**config.mk**
```make
export PLATFORM = sky130hd
export DESIGN_NAME = chacha_avalon_host_flat
export DESIGN_NICKNAME = d
export VERILOG_FILES = /design/src/rtl/chacha_avalon_host_if.sv /design/src/rtl/chacha_avalon_host.sv /design/src/flat_wrapper.sv
export SDC_FILE = /design/constraint.sdc
export NUM_CORES = 1
export LEC_CHECK = 0
export ABC_AREA = 1
export BUFFER_PORTS_ARGS = -buffer_cell sky130_fd_sc_hd__buf_2
export CAP_MARGIN = 20
export CELL_PAD_IN_SITES_DETAIL_PLACEMENT = 0
export CELL_PAD_IN_SITES_GLOBAL_PLACEMENT = 2
export CORE_ASPECT_RATIO = 0.5
export CORE_MARGIN = 5
export CORE_UTILIZATION = 26
export CTS_CLUSTER_SIZE = 14
export DETAILED_ROUTE_END_ITERATION = 16
export PLACE_DENSITY_LB_ADDON = 0.1
export SLEW_MARGIN = 0
export SYNTH_ARGS = -nofsm -noshare
export SYNTH_HDL_FRONTEND = slang
export SYNTH_SLANG_ARGS = --single-unit
```
**constraint.sdc**
```tcl
create_clock -name iClk -period 2.7 [get_ports iClk]
set_clock_uncertainty 0.05 [all_clocks]
set_input_delay 0 -clock iClk [delete_from_list [all_inputs] [get_ports iClk]]
set_output_delay 0 -clock iClk [all_outputs]
set_load 0.005 [all_outputs]
```
**src/rtl/chacha_avalon_host_if.sv**
```systemverilog
// chacha_avalon_host_if: command/response stream and Avalon-MM host signals of the ChaCha register sequencer.
interface chacha_avalon_host_if #(
  parameter int ADDR_W = 8,
  parameter int DATA_W = 32
);
  logic              iCmd_valid;
  logic              oCmd_ready;
  logic              iCmd_write;
  logic              iCmd_poll;
  logic [ADDR_W-1:0] iCmd_address;
  logic [DATA_W-1:0] iCmd_wdata;
  logic              oRsp_valid;
  logic              iRsp_ready;
  logic [DATA_W-1:0] oRsp_data;
  logic              oRsp_timeout;
  logic              oChipselect;
  logic              oWrite;
  logic              oRead;
  logic [ADDR_W-1:0] oAddress;
  logic [DATA_W-1:0] oWrite_data;
  logic [DATA_W-1:0] iRead_data;
  modport master (
    input  iCmd_valid, iCmd_write, iCmd_poll, iCmd_address, iCmd_wdata, iRsp_ready, iRead_data,
    output oCmd_ready, oRsp_valid, oRsp_data, oRsp_timeout, oChipselect, oWrite, oRead, oAddress, oWrite_data
  );
  modport slave (
    output iCmd_valid, iCmd_write, iCmd_poll, iCmd_address, iCmd_wdata, iRsp_ready, iRead_data,
    input  oCmd_ready, oRsp_valid, oRsp_data, oRsp_timeout, oChipselect, oWrite, oRead, oAddress, oWrite_data
  );
endinterface

```
**src/rtl/chacha_avalon_host.sv**
```systemverilog
// chacha_avalon_host: turns write/read/poll commands into single-cycle Avalon-MM strobes, one outstanding.
// Poll commands (masked repeated reads with timeout) are compiled in by CHACHA_HOST_POLL_EN.
module chacha_avalon_host #(
  parameter int ADDR_W       = 8,
  parameter int DATA_W       = 32,
  parameter int READ_LATENCY = 1,
  parameter int POLL_MAX     = 1024,
  parameter int POLL_GAP     = 4
) (
  input logic iClk,
  input logic iReset_n,
  chacha_avalon_host_if.master bus
);
  typedef enum logic [2:0] {
    IDLE, ACCESS, WAIT, RESP
`ifdef CHACHA_HOST_POLL_EN
    , GAP
`endif
  } state_e;
  state_e state_q, state_d;
  logic wr_q, wr_d, ready_q, we_q, re_q, rv_q, smp;
  logic [1:0] lat_q, lat_d;
  logic [ADDR_W-1:0] addr_q, addr_d;
  logic [DATA_W-1:0] wdata_q, wdata_d, rdata_q, rdata_d;
  logic cmd_poll;
`ifdef CHACHA_HOST_POLL_EN
  localparam int AW = $clog2(POLL_MAX + 1);
  localparam int GW = $clog2(POLL_GAP + 1);
  logic poll_q, poll_d, tmo_q, tmo_d;
  logic [AW-1:0] att_q, att_d;
  logic [GW-1:0] gap_q, gap_d;
  assign cmd_poll = bus.iCmd_poll;
  assign bus.oRsp_timeout = tmo_q;
`else
  logic unused_poll;
  assign cmd_poll = 1'b0;
  assign unused_poll = ^{bus.iCmd_poll, POLL_MAX[0], POLL_GAP[0]};
  assign bus.oRsp_timeout = 1'b0;
`endif
  assign bus.oCmd_ready  = ready_q;
  assign bus.oRsp_valid  = rv_q;
  assign bus.oRsp_data   = rdata_q;
  assign bus.oWrite      = we_q;
  assign bus.oRead       = re_q;
  assign bus.oChipselect = we_q | re_q;
  assign bus.oAddress    = addr_q;
  assign bus.oWrite_data = wdata_q;
  always_comb begin
    state_d = state_q;
    wr_d = wr_q;
    addr_d = addr_q;
    wdata_d = wdata_q;
    rdata_d = rdata_q;
    lat_d = lat_q;
    smp = 1'b0;
`ifdef CHACHA_HOST_POLL_EN
    poll_d = poll_q;
    tmo_d = tmo_q;
    att_d = att_q;
    gap_d = gap_q;
`endif
    case (state_q)
      IDLE: if (bus.iCmd_valid && ready_q) begin
        state_d = ACCESS;
        wr_d = bus.iCmd_write & ~cmd_poll;
        addr_d = bus.iCmd_address;
        wdata_d = bus.iCmd_wdata;
`ifdef CHACHA_HOST_POLL_EN
        poll_d = cmd_poll;
        att_d = '0;
`endif
      end
      ACCESS: begin
        state_d = wr_q ? IDLE : WAIT;
        lat_d = 2'd1;
        smp = !wr_q && READ_LATENCY == 0;
      end
      WAIT: begin
        smp = lat_q == 2'(READ_LATENCY);
        lat_d = lat_q + 2'd1;
      end
      RESP: state_d = bus.iRsp_ready ? IDLE : RESP;
`ifdef CHACHA_HOST_POLL_EN
      GAP: begin
        state_d = gap_q == GW'(POLL_GAP) ? ACCESS : GAP;
        gap_d = gap_q + GW'(1);
      end
`endif
      default: state_d = IDLE;
    endcase
    // iRead_data is valid exactly on the edge ending strobe cycle + READ_LATENCY
    if (smp) begin
      state_d = RESP;
      rdata_d = bus.iRead_data;
`ifdef CHACHA_HOST_POLL_EN
      tmo_d = 1'b0;
      if (poll_q) begin
        att_d = att_q + AW'(1);
        if ((bus.iRead_data & wdata_q) == '0) begin
          tmo_d = att_d == AW'(POLL_MAX);
          state_d = tmo_d ? RESP : GAP;
          gap_d = GW'(1);
        end
      end
`endif
    end
  end
  always_ff @(posedge iClk) begin
    if (!iReset_n) begin
      state_q <= IDLE;
      {wr_q, ready_q, we_q, re_q, rv_q} <= '0;
      lat_q <= '0;
      addr_q <= '0;
      wdata_q <= '0;
      rdata_q <= '0;
    end else begin
      state_q <= state_d;
      wr_q <= wr_d;
      lat_q <= lat_d;
      addr_q <= addr_d;
      wdata_q <= wdata_d;
      rdata_q <= rdata_d;
      ready_q <= state_d == IDLE;
      we_q <= state_d == ACCESS && wr_d;
      re_q <= state_d == ACCESS && !wr_d;
      rv_q <= state_d == RESP;
    end
  end
`ifdef CHACHA_HOST_POLL_EN
  always_ff @(posedge iClk) begin
    if (!iReset_n) begin
      {poll_q, tmo_q} <= '0;
      att_q <= '0;
      gap_q <= '0;
    end else begin
      poll_q <= poll_d;
      tmo_q <= tmo_d;
      att_q <= att_d;
      gap_q <= gap_d;
    end
  end
`endif
endmodule

```
**src/flat_wrapper.sv**
```systemverilog
// flat-port wrapper written by rule: the top's interface ports become plain ports
module chacha_avalon_host_flat 
#(
  parameter int ADDR_W       = 8,
  parameter int DATA_W       = 32,
  parameter int READ_LATENCY = 1,
  parameter int POLL_MAX     = 1024,
  parameter int POLL_GAP     = 4
)
  (iClk, iReset_n, bus_iCmd_valid, bus_iCmd_write, bus_iCmd_poll, bus_iCmd_address, bus_iCmd_wdata, bus_iRsp_ready, bus_iRead_data, bus_oCmd_ready, bus_oRsp_valid, bus_oRsp_data, bus_oRsp_timeout, bus_oChipselect, bus_oWrite, bus_oRead, bus_oAddress, bus_oWrite_data);
  chacha_avalon_host_if #(.ADDR_W(ADDR_W), .DATA_W(DATA_W)) bus_i ();
  input logic iClk;
  input logic iReset_n;
  input wire logic [$bits(bus_i.iCmd_valid)-1:0] bus_iCmd_valid;
  input wire logic [$bits(bus_i.iCmd_write)-1:0] bus_iCmd_write;
  input wire logic [$bits(bus_i.iCmd_poll)-1:0] bus_iCmd_poll;
  input wire logic [$bits(bus_i.iCmd_address)-1:0] bus_iCmd_address;
  input wire logic [$bits(bus_i.iCmd_wdata)-1:0] bus_iCmd_wdata;
  input wire logic [$bits(bus_i.iRsp_ready)-1:0] bus_iRsp_ready;
  input wire logic [$bits(bus_i.iRead_data)-1:0] bus_iRead_data;
  output wire logic [$bits(bus_i.oCmd_ready)-1:0] bus_oCmd_ready;
  output wire logic [$bits(bus_i.oRsp_valid)-1:0] bus_oRsp_valid;
  output wire logic [$bits(bus_i.oRsp_data)-1:0] bus_oRsp_data;
  output wire logic [$bits(bus_i.oRsp_timeout)-1:0] bus_oRsp_timeout;
  output wire logic [$bits(bus_i.oChipselect)-1:0] bus_oChipselect;
  output wire logic [$bits(bus_i.oWrite)-1:0] bus_oWrite;
  output wire logic [$bits(bus_i.oRead)-1:0] bus_oRead;
  output wire logic [$bits(bus_i.oAddress)-1:0] bus_oAddress;
  output wire logic [$bits(bus_i.oWrite_data)-1:0] bus_oWrite_data;
  assign bus_i.iCmd_valid = bus_iCmd_valid;
  assign bus_i.iCmd_write = bus_iCmd_write;
  assign bus_i.iCmd_poll = bus_iCmd_poll;
  assign bus_i.iCmd_address = bus_iCmd_address;
  assign bus_i.iCmd_wdata = bus_iCmd_wdata;
  assign bus_i.iRsp_ready = bus_iRsp_ready;
  assign bus_i.iRead_data = bus_iRead_data;
  assign bus_oCmd_ready = bus_i.oCmd_ready;
  assign bus_oRsp_valid = bus_i.oRsp_valid;
  assign bus_oRsp_data = bus_i.oRsp_data;
  assign bus_oRsp_timeout = bus_i.oRsp_timeout;
  assign bus_oChipselect = bus_i.oChipselect;
  assign bus_oWrite = bus_i.oWrite;
  assign bus_oRead = bus_i.oRead;
  assign bus_oAddress = bus_i.oAddress;
  assign bus_oWrite_data = bus_i.oWrite_data;
  chacha_avalon_host #(.ADDR_W(ADDR_W), .DATA_W(DATA_W), .READ_LATENCY(READ_LATENCY), .POLL_MAX(POLL_MAX), .POLL_GAP(POLL_GAP)) u_core (.iClk(iClk), .iReset_n(iReset_n), .bus(bus_i));
endmodule
```
==> results by group, run 1 <==
Synth
  • #FFs+latches synth: roughly 80
  • Mux contribution to synthesized area: 0%
  • Cells after Synth: ~490
  • Syn Area/Cell: 7.294 um^2
  • Seq/Total Area, Yosys: a little under half
  • Largest family of logic cells by synthesized area: simple AND/OR/NAND/NOR gates
  • Synth async-reset ratio: 0%
  • Yosys cell types: 24
  • Synthesized area: 3560 um^2
  • XOR/XNOR Fraction of Synth Area: 0%
  • Post-synthesis compound-gate area fraction: 0.7030%
  • Top FF cell, synth: dfxtp_1
  • Simple-gate share of the synthesized area: 41.90%
  • YS warnings: 0
  • EDFF count, synth: 0
  • Synth Area in Adders: 0.3515%

Setup path
  • Critical R2R Launch: u_core.state_q[1]
  • Worst EP arrival: 1830 ps
  • Maximum fanout along the worst path: 23
  • CP Capture Type: register
  • Setup Crit Path Kind: reg2reg
  • Critical-path cell list: inv_2 -> nor2_4 -> buf_4 -> nand4_1 -> nand2_1 -> nor2_1
  • Worst Reg-to-Reg Cells: 6
  • Crit start category: register
  • Crit path max-delay family: simple AND/OR/NAND/NOR gates
  • Reg2reg end: u_core.bus.oRsp_data[21]
  • CP max stage cell: dfxtp_1
  • CP Buf/Inv Count: 2
  • CP required: 2890 ps
  • Worst reg2reg setup slack: 1050 ps
  • Slowest stage delay, CP: between 400 and 500 ps

Timing
  • Period utilization: just over 60%
  • Final setup margin: 1055 ps
  • Crit path time final: 1645 ps
  • Maximum clock frequency: about 0.61 GHz
  • Setup TNS: 0 ps
  • Slew Viols, Final: 0
  • Worst Max-Slew Pin Slew: 838.2 ps
  • Max_slew headroom: roughly 44%
  • RSZ-0062 raised after global routing: false
  • Final hold violation count: 0
  • Hold slack: approximately 6.6 ps
  • # setup viols final: 0

Clock network
  • CTS Root Cell: clkbuf_16
  • Number of clock sinks: between 80 and 90
  • TritonCTS Buffers: 9
  • Resized Gates After CTS: 0
  • CTS tree: built
  • CTS H-tree lvls: 3
  • Clock transition at path regs: roughly 70 ps
  • Clock Path Buffers: 2
  • Clock Latency Late Sink: 330 ps

Floorplan
  • Die ar.: about 16000 um^2
  • Core Footprint: approximately 13000 um^2
  • # rows: 30
  • Initial Util: 26.42%
  • Number of top-level pins: 156
  • Die Y: 92.74 um
  • Die width: about 180 um

Hold path
  • Hold Crit Start: bus_iCmd_valid
  • Hold endpoint: u_core.wr_q
  • Worst min path class: in2reg
  • Hold-critical path depth: 5

Finish
  • Layout cells sized above 1: 26.24%
  • Area Growth Syn to Fin: 53.18%
  • # diodes: 0
  • Final Util: 40.46%
  • Post-route cell area: 5453 um^2
  • Post-route insts no fill: about 880
  • Nets: 779

Routing
  • 1st-pass router iterations: 4
  • Initial DRC Count: roughly 100
  • Avg WL per Cell: roughly 12 um
  • Final WL: 11000 um
  • Via-per-instance ratio: 4.134
  • DRC Markers: 0
  • DR vias: 3642
  • ANT nets after route: 0

Power
  • Leakage power: 2.699 nW
  • P per Cell Area: 534.4 nW/um^2
  • Total power: between 2 and 3 mW
  • Peak VDD IR: 0.0002283 V

Placement
  • DP HPWL: ~6800 um
  • DP Area: around 4400 um^2
  • I/O Buffers: 153
  • Placed instance count: 790
  • GP Congestion: 0.6752
  • Pre-CTS setup slack: 1022 ps

Global routing
  • Initial antenna violation count: 0
  • GRT Overall Usage: 13.66%
  • Remaining Overflow, GRT: 0
  • Vias in the first global route: 3624
  • Pin count of the biggest net entering global routing: 64
  • First-pass GRT wire length: ~18000 um

Job
  • Max-cap violations: 0

Status
  • Status: finished, final reports clean
## cell usage after synthesis (3+ instances only)
master	number	area, um^2
buf_1	6	22.52
inv_2	3	11.26
nand4_1	32	200.2
nand3_1	6	30.03
nor2_1	149	559.3
clkbuf_1	6	22.52
nor2_4	3	33.78
inv_1	41	153.9
buf_2	10	50.05
dfxtp_1	82	1642
nand3b_1	41	307.8
nand2_1	85	319.1
buf_6	10	112.6
a21oi_1	4	20.02
## cell type report
class / count / area, um^2
flip-flops and latches: 82 / 1642
multi-input cells: 329 / 1536
clock buffers: 11 / 252.7
clock inverters: 5 / 62.56
repair buffers: 234 / 1574
inverters: 44 / 165.2
fillers: 1465 / 8023
well taps: 176 / 220.2
## how the worst max path moves through the flow
stage                                to  depth (start not counted)               from  slack [ps]
2_1_floorplan  u_core.bus.oRsp_data[10]                          6    u_core.lat_q[0]        1440
6_report       u_core.bus.oRsp_data[21]                          6  u_core.state_q[1]        1050
4_1_cts        u_core.bus.oRsp_data[21]                          6  u_core.state_q[1]        1020
5_1_grt        u_core.bus.oRsp_data[27]                          5    u_core.lat_q[0]         890
3_5_place_dp   u_core.bus.oRsp_data[21]                          6  u_core.state_q[1]        1020
3_3_place_gp   u_core.bus.oRsp_data[21]                          6  u_core.state_q[1]        1020
## per-layer routing
metal	GRT usage [%]	share of wire, %	vias to the layer above
met5	0	0	-
met4	3.243	0.92	0
met3	4.976	6.4	11
met2	22.88	45	88
met1	16.86	48	1609
li1	-	-	1934
## sequential cells by signal, summed over array words and instances (netlist names)
register                count
u_core.bus.oWrite_data     32
u_core.bus.oRsp_data       32
u_core.bus.oRead            1
u_core.bus.oWrite           1
u_core.bus.oCmd_ready       1
u_core.bus.oAddress         8
u_core.state_q              3
u_core.lat_q                2
u_core.wr_q                 1
u_core.bus.oRsp_valid       1
## cells by family (layout without fill, tap and decap cells)
| family | count (synthesis) | after routing |
|---|---|---|
| adders and majority gates | 1 | 1 |
| buffers and inverters | 78 | 294 |
| AOI/OAI and AO/OA | 5 | 5 |
| DFF | 82 | 82 |
| and+or+nand+nor | 321 | 321 |
| other | 1 | 2 |
## power breakdown
group          total (mW)  switching, mW  internal [mW]  leakage, nW
logic               0.356          0.164          0.192         1.89
registers            1.26         0.0188           1.25        0.666
clock network        1.29          0.522          0.771        0.148
## repair_timing
item                                   in CTS  in global routing
setup endpoints to repair                   0                  0
endpoints found under the hold margin      76                  0
setup buffers                               0                  0
hold buffers                               75                  0
## tightest hold or removal path, cell delays in order
cell	delay, ps
buf_2	110
nand3_1	70
nand2_1	50
nand2_1	60
a21oi_1	50
## cell usage in the layout, fill, tap and decap left out
cell | Yosys | layout
a21oi_1 | 4 | 4
buf_12 | 0 | 1
buf_2 | 10 | 153
buf_4 | 1 | 5
bufinv_16 | 0 | 1
clkbuf_16 | 0 | 9
clkbuf_8 | 0 | 2
clkinv_4 | 0 | 2
clkinvlp_4 | 0 | 2
conb_1 | 1 | 2
dfxtp_1 | 82 | 82
dlygate4sd3_1 | 0 | 75
ha_1 | 1 | 1
inv_1 | 41 | 41
inv_2 | 3 | 3
nand2_1 | 85 | 85
nand2_2 | 1 | 1
nand3_1 | 6 | 6
nand3_4 | 1 | 1
nand3b_1 | 41 | 41
nand4_1 | 32 | 32
nor2_1 | 149 | 149
nor2_2 | 1 | 1
nor2_4 | 3 | 3
nor3_1 | 1 | 1
o21ai_0 | 1 | 1
or2_2 | 1 | 1
No activity file was read; power rests on OpenSTA's default activity.
==> inputs of run 2 (changes only) <==
- CORE_UTILIZATION: 26 -> 25
- clock period: 2.7 -> 1.7 ns (I/O delays scaled with it)
==> run 2 against run 1 <==
Register-to-register slack lost 670 ps. Cell area grew 2.7%. Final cell count grew 2.6%. Combinational power grew 65%. Clock-buffer cell count is the same. Critical path depth is the same. Sequential cell count is the same. Via count grew 1.1%. Sequential share of layout area shrank 0.78 points.
==> results by group, run 2 (synthesis results as in run 1) <==
Routing
  • Final WL: ~11000 um
  • Initial DRC Count: 89
  • Via-per-instance ratio: 4.072
  • DRC Markers: 0
  • ANT nets after route: 0
  • 1st-pass router iterations: 6
  • DR vias: 3681
  • Avg WL per Cell: 12.37 um

Floorplan
  • Core Footprint: around 14000 um^2
  • Die width: 178.8 um
  • # rows: 30
  • Number of top-level pins: 156
  • Die ar.: between 15000 and 20000 um^2
  • Initial Util: between 20 and 30%
  • Die Y: around 94 um

Finish
  • Nets: 786
  • Final Util: 40.75%
  • Area Growth Syn to Fin: 57.26%
  • Layout fillers: between 1.5k and 2k
  • Register area: 1642 um^2
  • Layout cells sized above 1: between 20 and 30%
  • Most common cell after layout, fill and taps aside: buf_2
  • Most frequent cells in the layout: buf_2, nor2_1, nand2_1, dfxtp_1, dlygate4sd3_1
  • Post-route insts no fill: 904
  • Area of the multi-input gates: 1541 um^2
  • # diodes: 0

Placement
  • Placed instance count: 814
  • I/O Buffers: 153
  • DP HPWL: 7381 um
  • GP Congestion: 0.6736

Power
  • Peak VDD IR: 0.0003840 V
  • Pint: between 3 and 4 mW
  • Leakage power: 2.763 nW
  • P per Cell Area: 859.6 nW/um^2
  • P_sw: 1.076 mW
  • Reg power frac: 41.8%
  • Net Sw Frac: 22.37%
  • Gate power share: around 12%
  • Clock power share: 46.0%

Global routing
  • Busiest grt layer: met2
  • Initial antenna violation count: 0
  • Met1 Use GR: roughly 17%
  • Pin count of the biggest net entering global routing: 42
  • Met2 Use GR: between 20 and 25%
  • Grt met3 use: 4.920%
  • Vias in the first global route: 3646
  • Remaining Overflow, GRT: 0
  • First-pass GRT wire length: 17970 um
  • GRT Overall Usage: 13.30%

Clock network
  • TritonCTS Buffers: 9
  • CTS H-tree lvls: 3
  • Number of clock sinks: a little over 80
  • Clock Path Buffers: 2
  • # hold bufs at CTS: 74
  • Post-CTS setup buffer count: 0
  • Clock transition at path regs: 60 ps
  • Resized Gates After CTS: 0
  • CTS Root Cell: clkbuf_16
  • Clock Latency Late Sink: 330 ps
  • CTS tree: built

Timing
  • Slew Viols, Final: 0
  • RSZ-0062 raised after global routing: false
  • Period utilization: approximately 77%
  • Setup TNS: 0 ps
  • Maximum clock frequency: 0.7599 GHz
  • # setup viols final: 0
  • Hold slack: 8.068 ps
  • Final hold violation count: 0
  • Crit path time final: 1316 ps

Setup path
  • Maximum fanout along the worst path: 20
  • CP Capture Type: register
  • CP max stage cell: dfxtp_1
  • CP required: 1880 ps
  • Critical-path cell list: inv_2 -> nor2_4 -> buf_4 -> o21ai_0 -> nand3_1 -> nor2_1
  • Setup Crit Path Kind: reg2reg
  • Crit start category: register
  • Slowest stage delay, CP: 440 ps
  • Worst EP arrival: 1490 ps

Hold path
  • Worst min path class: in2reg

Job
  • Max-cap violations: 0

Status
  • Status: finished, final reports clean
## run 2: changes by cell type in the layout (fill, tap and decap cells not counted), sizes merged
cell	before	now
dlygate4sd3	75	74
buf	159	167
bufinv	1	3
clkinv	2	1
clkinvlp	2	1
## run 2: critical path: cells and delay by family (launching register included)
kind,cells,cell delay [ps]
flip-flops,1,440
AO/OA/AOI/OAI,1,170
AND/OR/NAND/NOR,3,230
buffers and inverters,2,330
## run 2: layout make-up
| cell class | instances | area share (%) |
|---|---|---|
| timing repair buffer | 241 | 29.91 |
| sequential | 82 | 29.32 |
| multi-input combinational | 329 | 27.54 |
| tap | 192 | 4.291 |
| clock buffer | 11 | 4.157 |
| inverter | 44 | 2.950 |
| clock inverter | 5 | 1.833 |
## run 2: final timing paths
| path | start | endpoint | slack, ps | cells past startpoint |
|---|---|---|---|---|
| max | u_core.state_q[1] | u_core.bus.oCmd_ready | 380 | 6 |
| min | bus_iCmd_valid | u_core.wr_q | 8 | 5 |
| max reg2reg | u_core.state_q[1] | u_core.bus.oCmd_ready | 380 | 6 |
| min reg2reg | u_core.bus.oRsp_data[0] | u_core.bus.oRsp_data[0] | 430 | 2 |
## run 2: power groups by stage
stage	Clock (mW)	Combinational [mW]	Sequential [mW]
2_1_floorplan	0	0.244	2.06
3_3_place_gp	0	0.465	2.05
3_5_place_dp	0	0.464	2.05
4_1_cts	2.31	0.596	2.01
5_1_grt	2.41	0.661	2.02
6_report	2.21	0.586	2.01
## run 2: per-stage QoR
stage	total power [mW]	area, um^2	setup slack, ps
floorplan	2.302	3563	444.8
global placement	2.519	4522	370.1
detailed placement	2.518	4522	372.2
CTS	4.917	5598	360.8
global route	5.083	5598	216.1
finish	4.812	5598	384.0
## run 2: per-layer routing
layer	part of all wire, %	routed length [um]	vias to the layer above
li1	-	-	1952
met1	47	5278	1621
met2	45	5036	99
met3	6.9	776	9
met4	0.84	94	0
met5	0	0	-
==> inputs of run 3 (changes only) <==
- ABC_AREA: 1 -> 0
- CORE_UTILIZATION: 25 -> 26
- clock period: 1.7 -> 1.25 ns (I/O delays scaled with it)
==> run 3 against run 2 <==
The run now ends with setup timing left. Core utilization grew 4.7 points. Global-route usage shrank 0.40 points. Clock power grew 28%. Cell area grew 2.2%. Via count shrank 13%. Non-clock buffer count grew 20. Worst hold slack gained 77 ps. Combinational power grew 16%. Setup slack lost 530 ps. Sequential share of layout area shrank 0.42 points. Register-to-register slack lost 530 ps. Final cell count shrank 13%.
==> results by group, run 3 <==
Clock network
  • TritonCTS Buffers: 9
  • Clock transition at path regs: about 60 ps
  • Clock Latency Late Sink: 320 ps
  • Number of clock sinks: 82
  • CTS tree: built
  • Clock Path Buffers: 2
  • CTS Root Cell: clkbuf_16
  • CTS H-tree lvls: 3

Finish
  • Most common cell after layout, fill and taps aside: buf_2
  • Area Growth Syn to Fin: 71.89%
  • Register area: 1654 um^2
  • Post-route insts no fill: 782
  • Layout cells sized above 1: 36.93%
  • Most frequent cells in the layout: buf_2, nand2_1, dfxtp_1, dlygate4sd3_1, mux2i_1
  • Post-route cell area: ~5700 um^2
  • Nets: 686
  • Area of the multi-input gates: roughly 1600 um^2
  • # diodes: 0
  • Layout fillers: 1255

Hold path
  • Hold-critical path depth: 4
  • Hold Crit Start: bus_iRsp_ready
  • Worst min path class: in2reg
  • Hold endpoint: u_core.bus.oCmd_ready

Synth
  • EDFF count, synth: 0
  • Yosys cell types: 37
  • Synth async-reset ratio: 0%
  • #FFs+latches synth: 82
  • Seq/Total Area, Yosys: 49.30%
  • YS warnings: 0
  • Most frequent cell after synthesis: nand2_1
  • Top post-synthesis cells by count: nand2_1, dfxtp_1, mux2i_1, a21boi_1, clkbuf_1
  • Yosys top cell area share: 49.30%
  • Largest area contributor in the netlist: dfxtp_1
  • Cells after Synth: 363
  • Syn Area/Cell: 9.172 um^2
  • Synthesized area: 3329 um^2
  • Top FF cell, synth: dfxtp_1
  • Dominant cells by area after synthesis: dfxtp_1, nand2_1, mux2i_1

Routing
  • ANT nets after route: 0
  • DR vias: 3213
  • 1st-pass router iterations: 7
  • Avg WL per Cell: 13.14 um
  • DRC Markers: 0
  • Via-per-instance ratio: 4.109
  • Final WL: a little over 10000 um
  • Initial DRC Count: 73

Global routing
  • Vias in the first global route: about 3.3k
  • Met1 Use GR: 15.83%
  • Met2 Use GR: a little over a fifth
  • Grt met3 use: around 4.6%
  • GRT Overall Usage: 12.90%
  • Pin count of the biggest net entering global routing: 34
  • Remaining Overflow, GRT: 0
  • Initial antenna violation count: 0
  • Busiest grt layer: met2
  • First-pass GRT wire length: roughly 16000 um

Timing
  • RSZ-0062 raised after global routing: true
  • Final setup margin: -142.4 ps
  • Maximum clock frequency: a little over 0.7 GHz
  • Slew Viols, Final: 0
  • Crit path time final: 1392 ps
  • # setup viols final: 76
  • Period utilization: 111.4%
  • Final hold violation count: 0

Setup path
  • CP max stage cell: dfxtp_4
  • Worst reg2reg setup slack: -140 ps
  • Worst Reg-to-Reg Cells: 5
  • Critical-path cell list: nand4bb_4 -> nor2_8 -> buf_4 -> clkbuf_16 -> mux2i_1
  • Worst EP arrival: 1600 ps
  • Setup Crit Path Kind: reg2reg
  • CP required: 1450 ps
  • Crit path max-delay family: simple AND/OR/NAND/NOR gates
  • CP Capture Type: register
  • Maximum fanout along the worst path: 7
  • Slowest stage delay, CP: 360 ps
  • Crit start category: register
  • Crit path depth: 5
  • Critical R2R Launch: u_core.state_q[1]
  • Reg2reg end: u_core.bus.oWrite_data[26]
  • CP Buf/Inv Count: 2
  • CP Launch Point: u_core.state_q[1]

Floorplan
  • Die width: approximately 170 um
  • Die ar.: 15310 um^2
  • Die Y: about 90 um
  • # rows: 29
  • Core Footprint: 12590 um^2
  • Initial Util: about a quarter
  • Number of top-level pins: ~160

Power
  • Leakage power: 2.555 nW
  • Total power: 6.204 mW
  • P per Cell Area: 1084 nW/um^2
  • Peak VDD IR: between 0.0005 and 0.0006 V

Placement
  • DP Area: 4350 um^2
  • GP Congestion: 0.7079
  • I/O Buffers: 153
  • Placed instance count: just under 700
  • DP HPWL: roughly 6400 um

Status
  • Status: complete, but fails checks
  • Violations in the final reports: setup timing

Job
  • Max-cap violations: 0
-- run 3: cell count changes in the layout (fill, tap and decap cells not counted), moves of 32 or more --
cell / before / now
nor2_1: 149 / 4
nand3b_1: 41 / 1
nand2_1: 85 / 141
mux2i_1: 0 / 40
nand4_1: 32 / 0
inv_1: 41 / 0
-- run 3: how the worst max path moves through the flow --
stage	to	slack [ps]
after detailed placement	u_core.bus.oRsp_data[1]	-140
after global routing	u_core.bus.oWrite_data[29]	-200
after global placement	u_core.bus.oWrite_data[31]	-120
after CTS	u_core.bus.oWrite_data[31]	-100
final	u_core.bus.oWrite_data[26]	-140
after floorplan	u_core.bus.oAddress[0]	-90
-- run 3: cell families (layout without fill, tap and decap cells) --
group / after synthesis / after routing / synth area share, %
and+or+nand+nor: 168 / 168 / 21.98
buffers and inverters: 30 / 278 / 7.027
AOI/OAI and AO/OA: 41 / 41 / 9.170
muxes: 40 / 40 / 12.03
other: 1 / 2 / 0.1126
adders and majority gates: 1 / 1 / 0.3757
DFF: 82 / 82 / 49.30
-- run 3: through the flow --
step | hold WS (ps) | utilization, % | TNS [ps] | worst slack [ps]
6_report | 85.00 | 45.45 | -6039 | -142.4
5_1_grt | 77.31 | 45.45 | -12350 | -197.7
4_1_cts | 71.76 | 44.14 | -4955 | -96.95
3_5_place_dp | 197.9 | 34.55 | -8480 | -143.7
3_3_place_gp | 193.8 | 34.55 | -7288 | -117.4
2_1_floorplan | 76.92 | - | -4541 | -88.48
-- run 3: cell type report --
class | instances | area share [%]
timing repair buffer | 261 | 34.59
sequential | 82 | 28.90
inverter | 1 | 0.06559
clock inverter | 5 | 1.355
clock buffer | 11 | 4.241
multi-input combinational | 252 | 27.13
tap | 170 | 3.717
-- run 3: repair_timing --
action / 4_1_cts / 5_1_grt
gates cloned: 3 / 4
hold buffers: 74 / 0
setup buffers: 4 / 3
pin swaps: 1 / 6
gates resized for setup: 12 / 16
endpoints found under the setup margin: 80 / 79
endpoints found under the hold margin: 75 / 0
-- run 3: layer usage --
layer	wire length (um)	vias up
met3	717	6
met2	4807	83
met1	4716	1450
met5	0	-
met4	33	0
li1	-	1674
-- run 3: power by group --
part           internal (mW)  switching [mW]  total [mW]
Sequential              2.66          0.0322        2.70
Combinational          0.427           0.254       0.681
Clock                   1.80            1.03        2.83
Total                   4.89            1.32        6.20
-- run 3: worst register-to-register path, stage by stage (launching register included) --
cell and delay [ps]:
dfxtp_4 360, nand4bb_4 280, nor2_8 170, buf_4 140, clkbuf_16 140, mux2i_1 180
